### config.mk
export PLATFORM = sky130hd
export DESIGN_NAME = maquina_lectura
export DESIGN_NICKNAME = d
export VERILOG_FILES = /design/src/rtl/maquina_lectura.sv
export SDC_FILE = /design/constraint.sdc
export NUM_CORES = 1
export LEC_CHECK = 0
export ABC_AREA = 1
export CAP_MARGIN = 20
export CORE_UTILIZATION = 45
export DETAILED_ROUTE_END_ITERATION = 6
export PLACE_DENSITY = 0.79
export SYNTH_ARGS = -nofsm -noshare
export SYNTH_HDL_FRONTEND = slang
export SYNTH_SLANG_ARGS = --single-unit
### constraint.sdc
create_clock -name clk -period 5.91 [get_ports clk]
set_clock_uncertainty 0.2 [all_clocks]
set_input_delay 0.591 -clock clk [delete_from_list [all_inputs] [get_ports clk]]
set_output_delay 0.591 -clock clk [all_outputs]
set_load 0.1 [all_outputs]
### src/rtl/maquina_lectura.sv
// Read sequencer for the RTC multiplexed address/data bus: fetches seconds..year
// into a shadow buffer and commits all six values together on completion.
//
// state  | meaning
// IDLE   | bus released, waiting for Lectura
// A_SET  | address driven, AD=0, strobes high (address setup)
// A_WR   | address latched by the RTC: CS and WR low
// A_HLD  | address still driven after WR rises (address hold)
// D_SET  | bus released, AD=1, waiting before the read strobe
// D_RD   | CS and RD low; RTC data sampled on the last cycle
// D_HLD  | strobes high; advance index or finish
// DONE   | one-cycle Term_Lect; snapshot just committed
// ESPERA | waits for Lectura to drop before re-arming
module maquina_lectura #(
  parameter int unsigned T_FASE   = 10,
  parameter logic [7:0]  DIR_SEG  = 8'h21,
  parameter logic [7:0]  DIR_MIN  = 8'h22,
  parameter logic [7:0]  DIR_HORA = 8'h23,
  parameter logic [7:0]  DIR_DIA  = 8'h24,
  parameter logic [7:0]  DIR_MES  = 8'h25,
  parameter logic [7:0]  DIR_ANO  = 8'h26
) (
  input  logic       clk,
  input  logic       reset,
  input  logic       Lectura,
  input  logic [7:0] Dato_in,
  output logic [7:0] Dato_Dire,
  output logic       Dir_Oe,
  output logic       CS,
  output logic       WR,
  output logic       RD,
  output logic       AD,
  output logic [7:0] Seg,
  output logic [7:0] Min,
  output logic [7:0] Hora,
  output logic [7:0] Dia,
  output logic [7:0] Mes,
  output logic [7:0] Ano,
  output logic       Term_Lect
);

  typedef enum logic [3:0] {
    IDLE, A_SET, A_WR, A_HLD, D_SET, D_RD, D_HLD, DONE, ESPERA
  } estado_t;

  localparam logic [7:0] CNT_INI = 8'(T_FASE - 1);

  estado_t    estado_q, estado_d;
  logic [7:0] cnt_q, cnt_d;
  logic [2:0] idx_q, idx_d;
  logic [7:0] shadow_q [6];
  logic [7:0] salida_q [6];
  logic       en_fase, fin_fase, cap_en, commit_en;
  logic [7:0] dir_sel;

  assign en_fase  = (estado_q inside {A_SET, A_WR, A_HLD, D_SET, D_RD, D_HLD});
  assign fin_fase = (cnt_q == 8'd0);

  always_comb begin
    dir_sel = DIR_ANO;
    case (idx_q)
      3'd0:    dir_sel = DIR_SEG;
      3'd1:    dir_sel = DIR_MIN;
      3'd2:    dir_sel = DIR_HORA;
      3'd3:    dir_sel = DIR_DIA;
      3'd4:    dir_sel = DIR_MES;
      default: dir_sel = DIR_ANO;
    endcase
  end

  always_comb begin
    estado_d  = estado_q;
    idx_d     = idx_q;
    cap_en    = 1'b0;
    commit_en = 1'b0;
    case (estado_q)
      IDLE:   if (Lectura) estado_d = A_SET;
      A_SET:  if (fin_fase) estado_d = A_WR;
      A_WR:   if (fin_fase) estado_d = A_HLD;
      A_HLD:  if (fin_fase) estado_d = D_SET;
      D_SET:  if (fin_fase) estado_d = D_RD;
      D_RD: begin
        if (fin_fase) begin
          cap_en   = 1'b1;
          estado_d = D_HLD;
        end
      end
      D_HLD: begin
        if (fin_fase) begin
          if (idx_q == 3'd5) begin
            idx_d     = 3'd0;
            commit_en = 1'b1;
            estado_d  = DONE;
          end else begin
            idx_d    = idx_q + 3'd1;
            estado_d = A_SET;
          end
        end
      end
      DONE:   estado_d = ESPERA;
      ESPERA: if (!Lectura) estado_d = IDLE;
      default: estado_d = IDLE;
    endcase

    // Counter reloads on every phase boundary so each phase is exactly T_FASE cycles.
    if (en_fase) cnt_d = fin_fase ? CNT_INI : cnt_q - 8'd1;
    else         cnt_d = CNT_INI;
  end

  always_ff @(posedge clk or posedge reset) begin
    if (reset) begin
      estado_q <= IDLE;
      cnt_q    <= CNT_INI;
      idx_q    <= 3'd0;
    end else begin
      estado_q <= estado_d;
      cnt_q    <= cnt_d;
      idx_q    <= idx_d;
    end
  end

  always_ff @(posedge clk or posedge reset) begin
    if (reset) begin
      for (int i = 0; i < 6; i++) begin
        shadow_q[i] <= 8'h00;
        salida_q[i] <= 8'h00;
      end
    end else begin
      for (int i = 0; i < 6; i++) begin
        if (cap_en && idx_q == 3'(i)) shadow_q[i] <= Dato_in;
        if (commit_en)                salida_q[i] <= shadow_q[i];
      end
    end
  end

  // Strobes decode straight from the state register so reset releases the bus at once.
  always_comb begin
    CS        = 1'b1;
    WR        = 1'b1;
    RD        = 1'b1;
    AD        = 1'b1;
    Dir_Oe    = 1'b0;
    Dato_Dire = 8'h00;
    Term_Lect = 1'b0;
    case (estado_q)
      A_SET, A_HLD: begin
        AD        = 1'b0;
        Dir_Oe    = 1'b1;
        Dato_Dire = dir_sel;
      end
      A_WR: begin
        CS        = 1'b0;
        WR        = 1'b0;
        AD        = 1'b0;
        Dir_Oe    = 1'b1;
        Dato_Dire = dir_sel;
      end
      D_RD: begin
        CS = 1'b0;
        RD = 1'b0;
      end
      DONE:    Term_Lect = 1'b1;
      default: ;
    endcase
  end

  assign Seg  = salida_q[0];
  assign Min  = salida_q[1];
  assign Hora = salida_q[2];
  assign Dia  = salida_q[3];
  assign Mes  = salida_q[4];
  assign Ano  = salida_q[5];

endmodule
==> metrics.txt, run 1 <==
status complete, no violations; n_diodes 0; min-delay src shadow_q[20]; RSZ-0062 raised after global routing false; clk sinks 111; cells after synthesis around 550; Reg-to-Reg Start estado_q[3]; synth top area cells dfrtp_1 57%, nand2_1 18%, o21ai_0 5.9%; clk root buf clkbuf_8; boundary pin count 73; most common cell in the synthesized netlist nand2_1; r2r setup slk about 3200 ps; clock transition at the registers of the reported paths between 100 and 150 ps; Crit Path Class reg2out; clk_lat worst skew approximately 380 ps; P_sw between 0.0008 and 0.0009 W; grt total ovfl 0; total setup buffers inserted after CTS 0; syn_area_per_cell about 8.6 sq um; worst reg2reg path endpoint Mes[6]; Mapped Area approximately 4700 sq um; Crit. End Element output pin; CTS Buf Count 9; first-pass GRT wire length ~19,000 um; Clock Path Buffers 2; die width approximately 100 um; Detail Route Antenna Nets 0; DRC Markers 0; share of cells above drive strength 1 0.0651; # setup viols final 0; cell depth of the worst flop-to-flop path 7; fin crit share 0.602; row cnt 37; CTS tree yes; Top FF cell, synth dfrtp_1; Data required, critical path between 5000 and 6000 ps; maximum clock frequency approximately 280 MHz; top cell type by total area after synthesis dfrtp_1; worst vdd ir 0.000324 V; TNS Setup 0 ps; Power Dens Cells ~360 nW/um^2; final core area utilization 0.555; Max Cap Viol 0; Via Count slightly below 4,000; min Tclk post-route roughly 3600 ps; distinct cell type count after synthesis 28; Seq pwr share 0.429; area grow syn2layout 20.1%; asr flop ratio synth 1.00; total number of yosys warnings 0; Worst-Margin Slew ~1000 ps; drt total wl approximately 11,000 um; top cells by count, synth 223 x nand2_1, 109 x dfrtp_1, 56 x o21ai_0; Placer Congestion between 0.8 and 0.9; IO buf count 68; Hold EP Dia[4]; Final Hold Fails 0; vias in the first global route a little under 4,000; hold-fix buffer count after cts 0; DIE HEIGHT approximately 100 um; Cells on Worst Hold Path 2; Hold/Removal Path Class reg2reg; leakage power 2.57 nW; sw frac 0.399; power share of the clock group 0.252; vias per cell around 5.1; Pins Over Slew Limit 0; Detail Placement HPWL between 7000 and 8000 um; initial core utilization 0.462; proportion of netlist area held by the largest area contributor 0.575; initial antenna violation count 0; drt pass-1 iters 5; Post-synth EDFFs 0; critical path arrival roughly 2800 ps; Net count, final 623; #FFs+latches synth ~110; largest net degree at the start of global routing 60; Startpoint Class flip-flop; Core Region ~10,000 sq um; Die ar. 11,000 sq um; relative slew slack 0.329; internal power approximately 0.0012 W; CTS resizes 0; Total GRT Usage 0.215; First DRT Iteration DRCs about 240; combinational power share 0.319; Avg WL per Cell about 14 um; sequential share of the synthesized area 0.586; H-tree levels 3; worst-path maximum fanout 5
-- cells by family after synthesis --
family / share of synthesized area
simple gates: 0.255
xor+xnor: 0.0111
flops: 0.586
other cells: 0.000790
compound gates: 0.0888
buf+inv: 0.0504
fa+ha+maj: 0.00791
-- worst max path at each step --
stage	from	endpoint	cells past startpoint
4_1_cts	estado_q[3]	Dato_Dire[1]	6
3_3_place_gp	estado_q[3]	Dato_Dire[1]	6
5_1_grt	estado_q[3]	Dato_Dire[1]	6
2_1_floorplan	estado_q[3]	Dato_Dire[1]	5
3_5_place_dp	estado_q[2]	Dato_Dire[1]	6
6_report	estado_q[3]	Dato_Dire[1]	6
-- critical path, cell delays in order, from the launching register on --
cell and delay (ps):
dfrtp_1 460, nor2_1 220, inv_1 80, nor2_1 170
inv_1 120, a31oi_1 180, clkdlybuf4s50_1 1160
-- placed cells by master, fill, tap and decap left out --
cell / n
conb_1: 4
xnor2_1: 2
clkbuf_8: 10
xor2_1: 4
o21ai_0: 56
clkdlybuf4s50_1: 68
clkinvlp_4: 2
clkinv_4: 1
buf_4: 1
bufinv_16: 2
nor2_1: 27
nand4_1: 1
a31oi_1: 1
o21ai_1: 25
inv_4: 1
nor3_1: 2
nand2_1: 223
nand3_1: 31
inv_6: 1
nor2_4: 2
dfrtp_1: 109
inv_2: 6
dfstp_2: 2
a21oi_1: 2
or2_2: 1
nand2_2: 2
clkinv_2: 1
inv_1: 16
nor2_2: 6
nand2_4: 2
ha_1: 3
-- flip-flops by register name, summed over array words and instances, names as in the netlist --
| register | count |
|---|---|
| Ano | 8 |
| Mes | 8 |
| Dia | 8 |
| cnt_q | 8 |
| estado_q | 4 |
| Seg | 8 |
| shadow_q | 48 |
| idx_q | 3 |
| Hora | 8 |
| Min | 8 |
-- stage by stage --
| step | hold WS, ps | power, W | setup slack [ps] | cells | area [sq um] |
|---|---|---|---|---|---|
| global route | 305 | 0.00214 | 2220 | 750 | 5700 |
| CTS | 289 | 0.00205 | 2370 | 750 | 5700 |
| detailed placement | 263 | 0.00154 | 2810 | 734 | 5470 |
| global placement | 255 | 0.00151 | 2890 | 734 | 5470 |
| floorplan | 242 | 0.00140 | 367 | 554 | 4760 |
| finish | 287 | 0.00204 | 2350 | 750 | 5700 |
-- layer usage --
layer / vias up / GRT usage / routed length, um
met1: 1845 / 0.278 / 4890
met2: 117 / 0.352 / 5140
li1: 1866 / - / -
met5: - / 0 / 0
met3: 23 / 0.0387 / 529
met4: 0 / 0.0996 / 297
-- power by group through the flow --
stage,clock [W],combinational (W),sequential [W]
after CTS,0.000523,0.000651,0.000875
after global placement,0,0.000622,0.000885
after detailed placement,0,0.000649,0.000890
after global routing,0.000554,0.000701,0.000884
after floorplan,0,0.000521,0.000877
final,0.000514,0.000650,0.000876
-- layout make-up --
type                            instances  area, sq um
Clock buffer                           10          138
Clock inverter                          6         92.6
Fill cell                             917         4580
Inverter                               24         93.8
Multi-Input combinational cell        394         1740
Sequential cell                       111         2780
Tap cell                              136          170
Timing Repair Buffer                   69          688
No activity file was read; power rests on OpenSTA's default activity.
==> run 2: changes to the inputs <==
- clock period: 5.91 -> 3.3 ns (I/O delays scaled with it)
==> run 2 against run 1 <==
Die area unchanged. Sequential power up 80%. Clock-buffer cell count down 1. Via count up 1.8%. Critical path type unchanged. Largest cell class unchanged.
==> metrics.txt, run 2 (synthesis gave the netlist of run 1 again) <==
status complete, no violations (unchanged); fin crit share 0.763; worst-path maximum fanout 5 (unchanged); clk root buf clkbuf_8 (unchanged); Placer Congestion 0.829 (was 0.857); Clock Path Buffers 2 (unchanged); hold-fix buffer count after cts 0 (unchanged); Design Area, Final 5720 sq um (was 5700 sq um); Worst-Margin Slew 975 ps (was 1000 ps); Tot Pwr 0.00358 W (was 0.00204 W); Total GRT Usage 0.208 (was 0.215); First DRT Iteration DRCs 274 (was 236); # setup viols final 0 (unchanged); Avg WL per Cell 14.4 um (was 14.5 um); min Tclk post-route 2520 ps; critical path arrival 1990 ps (was 2770 ps); CTS resizes 0 (unchanged); maximum clock frequency around 400 MHz; Final Non-Filler Cells 754 (was 750); Die ar. 11,000 sq um (unchanged); clk_lat worst skew 370 ps (was 380 ps); CTS Buf Count 9 (unchanged); n_diodes 0 (unchanged); Via Count 3,919 (was 3,851); Crit Path Class reg2out (unchanged); Crit. Startpoint estado_q[3] (unchanged); pre-CTS setup slack 978 ps (was 2810 ps); Detail Placement HPWL 7600 um (was 7210 um); worst vdd ir 0.000517 V (was 0.000324 V); placed insts 739 (was 734); largest net degree at the start of global routing 44 (was 60); Reg-to-Reg Start cnt_q[0] (was estado_q[3]); Detail Route Antenna Nets 0 (unchanged); Hold/Removal Path Class in2async (was reg2reg); Net count, final 628 (was 623); Power Dens Cells 625 nW/um^2 (was 358 nW/um^2); Data required, critical path 2770 ps (was 5120 ps); vias per cell 5.20 (was 5.13); most frequent cells in the layout 223 x nand2_1, 109 x dfrtp_1, 56 x o21ai_0, 47 x clkdlybuf4s50_1, 31 x nand3_1 (was 223 x nand2_1, 109 x dfrtp_1, 68 x clkdlybuf4s50_1, 56 x o21ai_0, 31 x nand3_1); row cnt 37 (unchanged); first-pass GRT wire length 18,300 um (was 18,500 um); total setup buffers inserted after CTS 0 (unchanged); DIE HEIGHT 105 um (unchanged); clk sinks 111 (unchanged); RSZ-0062 raised after global routing false (unchanged); placed cell areas 5530 sq um (was 5470 sq um); Final Hold Fails 0 (unchanged); Crit. End Element output pin (unchanged); commonest non-fill, non-tap cell in the layout nand2_1 (unchanged); share of cells above drive strength 1 0.113 (was 0.0651); vias in the first global route 3,771 (was 3,882); Core Region 10,300 sq um (unchanged); CTS tree yes (unchanged); Final WS setup 783 ps (was 2350 ps); number of flip-flops in the largest register 48 (unchanged); relative slew slack 0.348 (was 0.329); DRC Markers 0 (unchanged); grt total ovfl 0 (unchanged); leakage power 2.62 nW (was 2.57 nW); boundary pin count 73 (unchanged); Startpoint Class flip-flop (unchanged); H-tree levels 3 (unchanged); Largest Register shadow_q (unchanged); initial core utilization 0.462 (unchanged); Max Cap Viol 0 (unchanged); clock transition at the registers of the reported paths 110 ps (about the same); area grow syn2layout 20.5% (was 20.1%); initial antenna violation count 0 (unchanged); TNS Setup 0 ps (unchanged); Pins Over Slew Limit 0 (unchanged); drt pass-1 iters 5 (unchanged); IO buf count 68 (unchanged); drt total wl 10,900 um (about the same); die width 105 um (unchanged)
## run 2: cell count changes in the layout (fill, tap and decap cells not counted), sizes merged
cell | previous run | this run
clkinvlp | 2 | 4
bufinv | 2 | 1
buf | 1 | 27
clkbuf | 10 | 9
inv | 24 | 23
clkdlybuf4s50 | 68 | 47
## run 2: cell type report
| cell class | count | area [sq um] |
|---|---|---|
| multi-input cells | 394 | 1780 |
| well taps | 136 | 170 |
| inverters | 24 | 98.8 |
| clock inverters | 6 | 70.1 |
| repair buffers | 74 | 698 |
| fillers | 940 | 4560 |
| flip-flops and latches | 111 | 2780 |
| clock buffers | 9 | 124 |
## run 2: worst paths after layout
path	to	slack, ps	cells past startpoint
hold / removal	estado_q[0]	260	2
setup reg to reg	shadow_q[15]	910	9
setup / recovery	Dato_Dire[1]	780	6
hold reg to reg	cnt_q[0]	280	1
min in group clk	cnt_q[0]	280	1
max in group asynchronous	shadow_q[9]	1890	3
## run 2: worst max-delay path, stage by stage (launching register included)
cell and delay, ps:
dfrtp_1 460, nor2_1 210, inv_1 110, nor2_4 140, clkinvlp_4 200, a31oi_4 180
buf_4 310
## run 2: power breakdown
| group | internal [W] | switching, W | total (W) | leakage [nW] |
|---|---|---|---|---|
| clock network | 0.000354 | 0.000462 | 0.000816 | 0.0936 |
| logic | 0.000268 | 0.000918 | 0.00119 | 1.23 |
| registers | 0.00148 | 0.0000978 | 0.00158 | 1.29 |
| total | 0.00210 | 0.00148 | 0.00358 | 2.62 |
## run 2: layer usage
metal  up-vias  global-route usage  part of all wire
met5         -                   0                 0
met4         0              0.0684             0.018
met2       135               0.330              0.48
li1       1870                   -                 -
met3        16              0.0424             0.053
met1      1898               0.286              0.45
## run 2: per-stage QoR
stage,util,hold slack (ps)
floorplan,-,242
global placement,0.538,258
detailed placement,0.538,261
CTS,0.557,283
global route,0.557,302
finish,0.557,259
==> run 3: changes to the inputs <==
- clock period: 3.3 -> 2.4 ns (I/O delays scaled with it)
==> run 3 against run 2 <==
Cell count grew 0.66%. Via count is 1.7% lower. Wire length fell by 3.1%.
==> metrics.txt, run 3 (synthesis gave the netlist of run 1 again) <==
status complete, no violations (unchanged); power share of the clock group 0.207 (was 0.228); share of cells above drive strength 1 0.185 (was 0.113); Final WS setup 90.6 ps (was 783 ps); Startpoint Class flip-flop (unchanged); Hold/Removal Path Class in2async (unchanged); internal power 0.00304 W (was 0.00210 W); Data required, critical path 1960 ps (was 2770 ps); commonest non-fill, non-tap cell in the layout nand2_1 (unchanged); wl on met1 4640 um (was 4860 um); critical path arrival 1870 ps (was 1990 ps); row cnt 37 (unchanged); clk_lat worst skew 370 ps (about the same); Max Cap Viol 0 (unchanged); number of flip-flops in the largest register 48 (unchanged); routed wl met3 499 um (was 575 um); most frequent cells in the layout 223 x nand2_1, 109 x dfrtp_1, 60 x buf_4, 56 x o21ai_0, 31 x nand3_1 (was 223 x nand2_1, 109 x dfrtp_1, 56 x o21ai_0, 47 x clkdlybuf4s50_1, 31 x nand3_1); Detail Placement HPWL 7290 um (was 7600 um); vias in the first global route 3,702 (was 3,771); IO buf count 68 (unchanged); Final Non-Filler Cells 759 (was 754); initial antenna violation count 0 (unchanged); Net count, final 632 (was 628); Final Hold Fails 0 (unchanged); clk root buf clkbuf_8 (unchanged); initial core utilization 0.462 (unchanged); maximum clock frequency 433 MHz; worst-path maximum fanout 5 (unchanged); die width 105 um (unchanged); Cell Chain, Critical Path nor2_4, inv_2, nor2_4, clkinvlp_4, a31oi_4, buf_12 (was nor2_1, inv_1, nor2_4, clkinvlp_4, a31oi_4, buf_4); Core Region 10,300 sq um (unchanged); Total GRT Usage 0.205 (was 0.208); area grow syn2layout 21.0% (was 20.5%); Die ar. 11,000 sq um (unchanged); relative slew slack 0.608 (was 0.348); worst vdd ir 0.000650 V (was 0.000517 V); drt total wl 10,500 um (was 10,900 um); hold_ws 174 ps (was 259 ps); CP delay by family, top buffers and inverters (unchanged); final core area utilization 0.559 (was 0.557); Via Count 3,851 (was 3,919); clk sinks 111 (unchanged); crit-path most repeated cell nor2_4; first-pass GRT wire length 17,700 um (was 18,300 um); CTS Buf Count 9 (unchanged); Pins Over Slew Limit 0 (unchanged); P_sw 0.00209 W (was 0.00148 W); Worst-Margin Slew 588 ps (was 975 ps); Power Dens Cells 894 nW/um^2 (was 625 nW/um^2); Placer Congestion 0.842 (was 0.829); leakage power 2.75 nW (was 2.62 nW); min Tclk post-route 2310 ps; sw frac 0.407 (was 0.413); Seq pwr share 0.421 (was 0.440); First DRT Iteration DRCs 327 (was 274); Detail Route Antenna Nets 0 (unchanged); DRC Markers 0 (unchanged); grt total ovfl 0 (unchanged); Crit Path Class reg2out (unchanged); Max Used Layer met4 (unchanged); clock transition at the registers of the reported paths 100 ps (was 110 ps); Clock Path Buffers 2 (unchanged); CTS tree yes (unchanged); boundary pin count 73 (unchanged); n_diodes 0 (unchanged); met2 wire length 5150 um (was 5220 um); largest net degree at the start of global routing 112 (was 44); DIE HEIGHT 105 um (unchanged); cell depth of the worst flop-to-flop path 8 (was 9); Crit. End Element output pin (unchanged); # setup viols final 0 (unchanged); delay of the slowest critical-path stage 470 ps (was 460 ps); Avg WL per Cell 13.9 um (was 14.4 um); pre-CTS setup slack 357 ps (was 978 ps); fin crit share 0.962; critical path's slowest cell dfrtp_1 (unchanged); Largest Register shadow_q (unchanged); number of cells on the critical path 6 (unchanged); H-tree levels 3 (unchanged); vias per cell 5.07 (was 5.20); drt pass-1 iters 5 (unchanged); placed insts 741 (was 739); Buf/Inv on CP 3 (unchanged); combinational power share 0.371 (was 0.332)
[run 3: changes by cell type in the layout (fill, tap and decap cells not counted), moves of 2 or more]
cell             previous run  this run
clkdlybuf4s50_1            47        10
buf_4                      25        60
buf_12                      2         8
clkinv_4                    0         3
clkinvlp_4                  4         2
[run 3: worst paths after layout]
kind,from,endpoint,slack [ps]
max,estado_q[2],Dato_Dire[1],90
min,reset,cnt_q[6],170
max reg2reg,estado_q[0],Seg[4],330
min reg2reg,cnt_q[0],cnt_q[0],280
max in group asynchronous,reset,shadow_q[5],1370
min in group clk,cnt_q[0],cnt_q[0],280
[run 3: worst register-to-register path: cells and delay by family (launching register included)]
kind,cells,cell delay [ps]
flip-flops,1,450
buffers and inverters,2,440
AND/OR/NAND/NOR,6,920
[run 3: metal layers]
layer	global-route usage	vias up
li1	-	1876
met1	0.262	1855
met2	0.340	98
met3	0.0468	22
met4	0.0775	0
met5	0	-
[run 3: final cells by class]
class	count	area, sq um
timing repair buffer	78	711
clock buffer	10	138
inverter	24	98.8
clock inverter	6	51.3
tap	136	170
sequential	111	2780
fill	909	4540
multi-input combinational	394	1790
[run 3: repair_timing]
item	4_1_cts	5_1_grt
gates resized for setup	0	1
setup endpoints to repair	2	2
setup buffers	1	1
pin swaps	1	1
hold buffers	0	0
[run 3: per-stage QoR]
stage	TNS, ps	total power (W)	cell area (sq um)
2_1_floorplan	-2140	0.00353	4810
3_3_place_gp	0	0.00400	5530
3_5_place_dp	0	0.00405	5530
4_1_cts	0	0.00515	5730
5_1_grt	-4.47	0.00539	5740
6_report	0	0.00513	5740
[run 3: power by group through the flow]
| stage | clock network (W) | logic (W) | registers [W] |
|---|---|---|---|
| CTS | 0.00110 | 0.00189 | 0.00216 |
| global route | 0.00117 | 0.00204 | 0.00218 |
| detailed placement | 0 | 0.00186 | 0.00219 |
| global placement | 0 | 0.00182 | 0.00218 |
| floorplan | 0 | 0.00136 | 0.00216 |
| finish | 0.00106 | 0.00191 | 0.00216 |
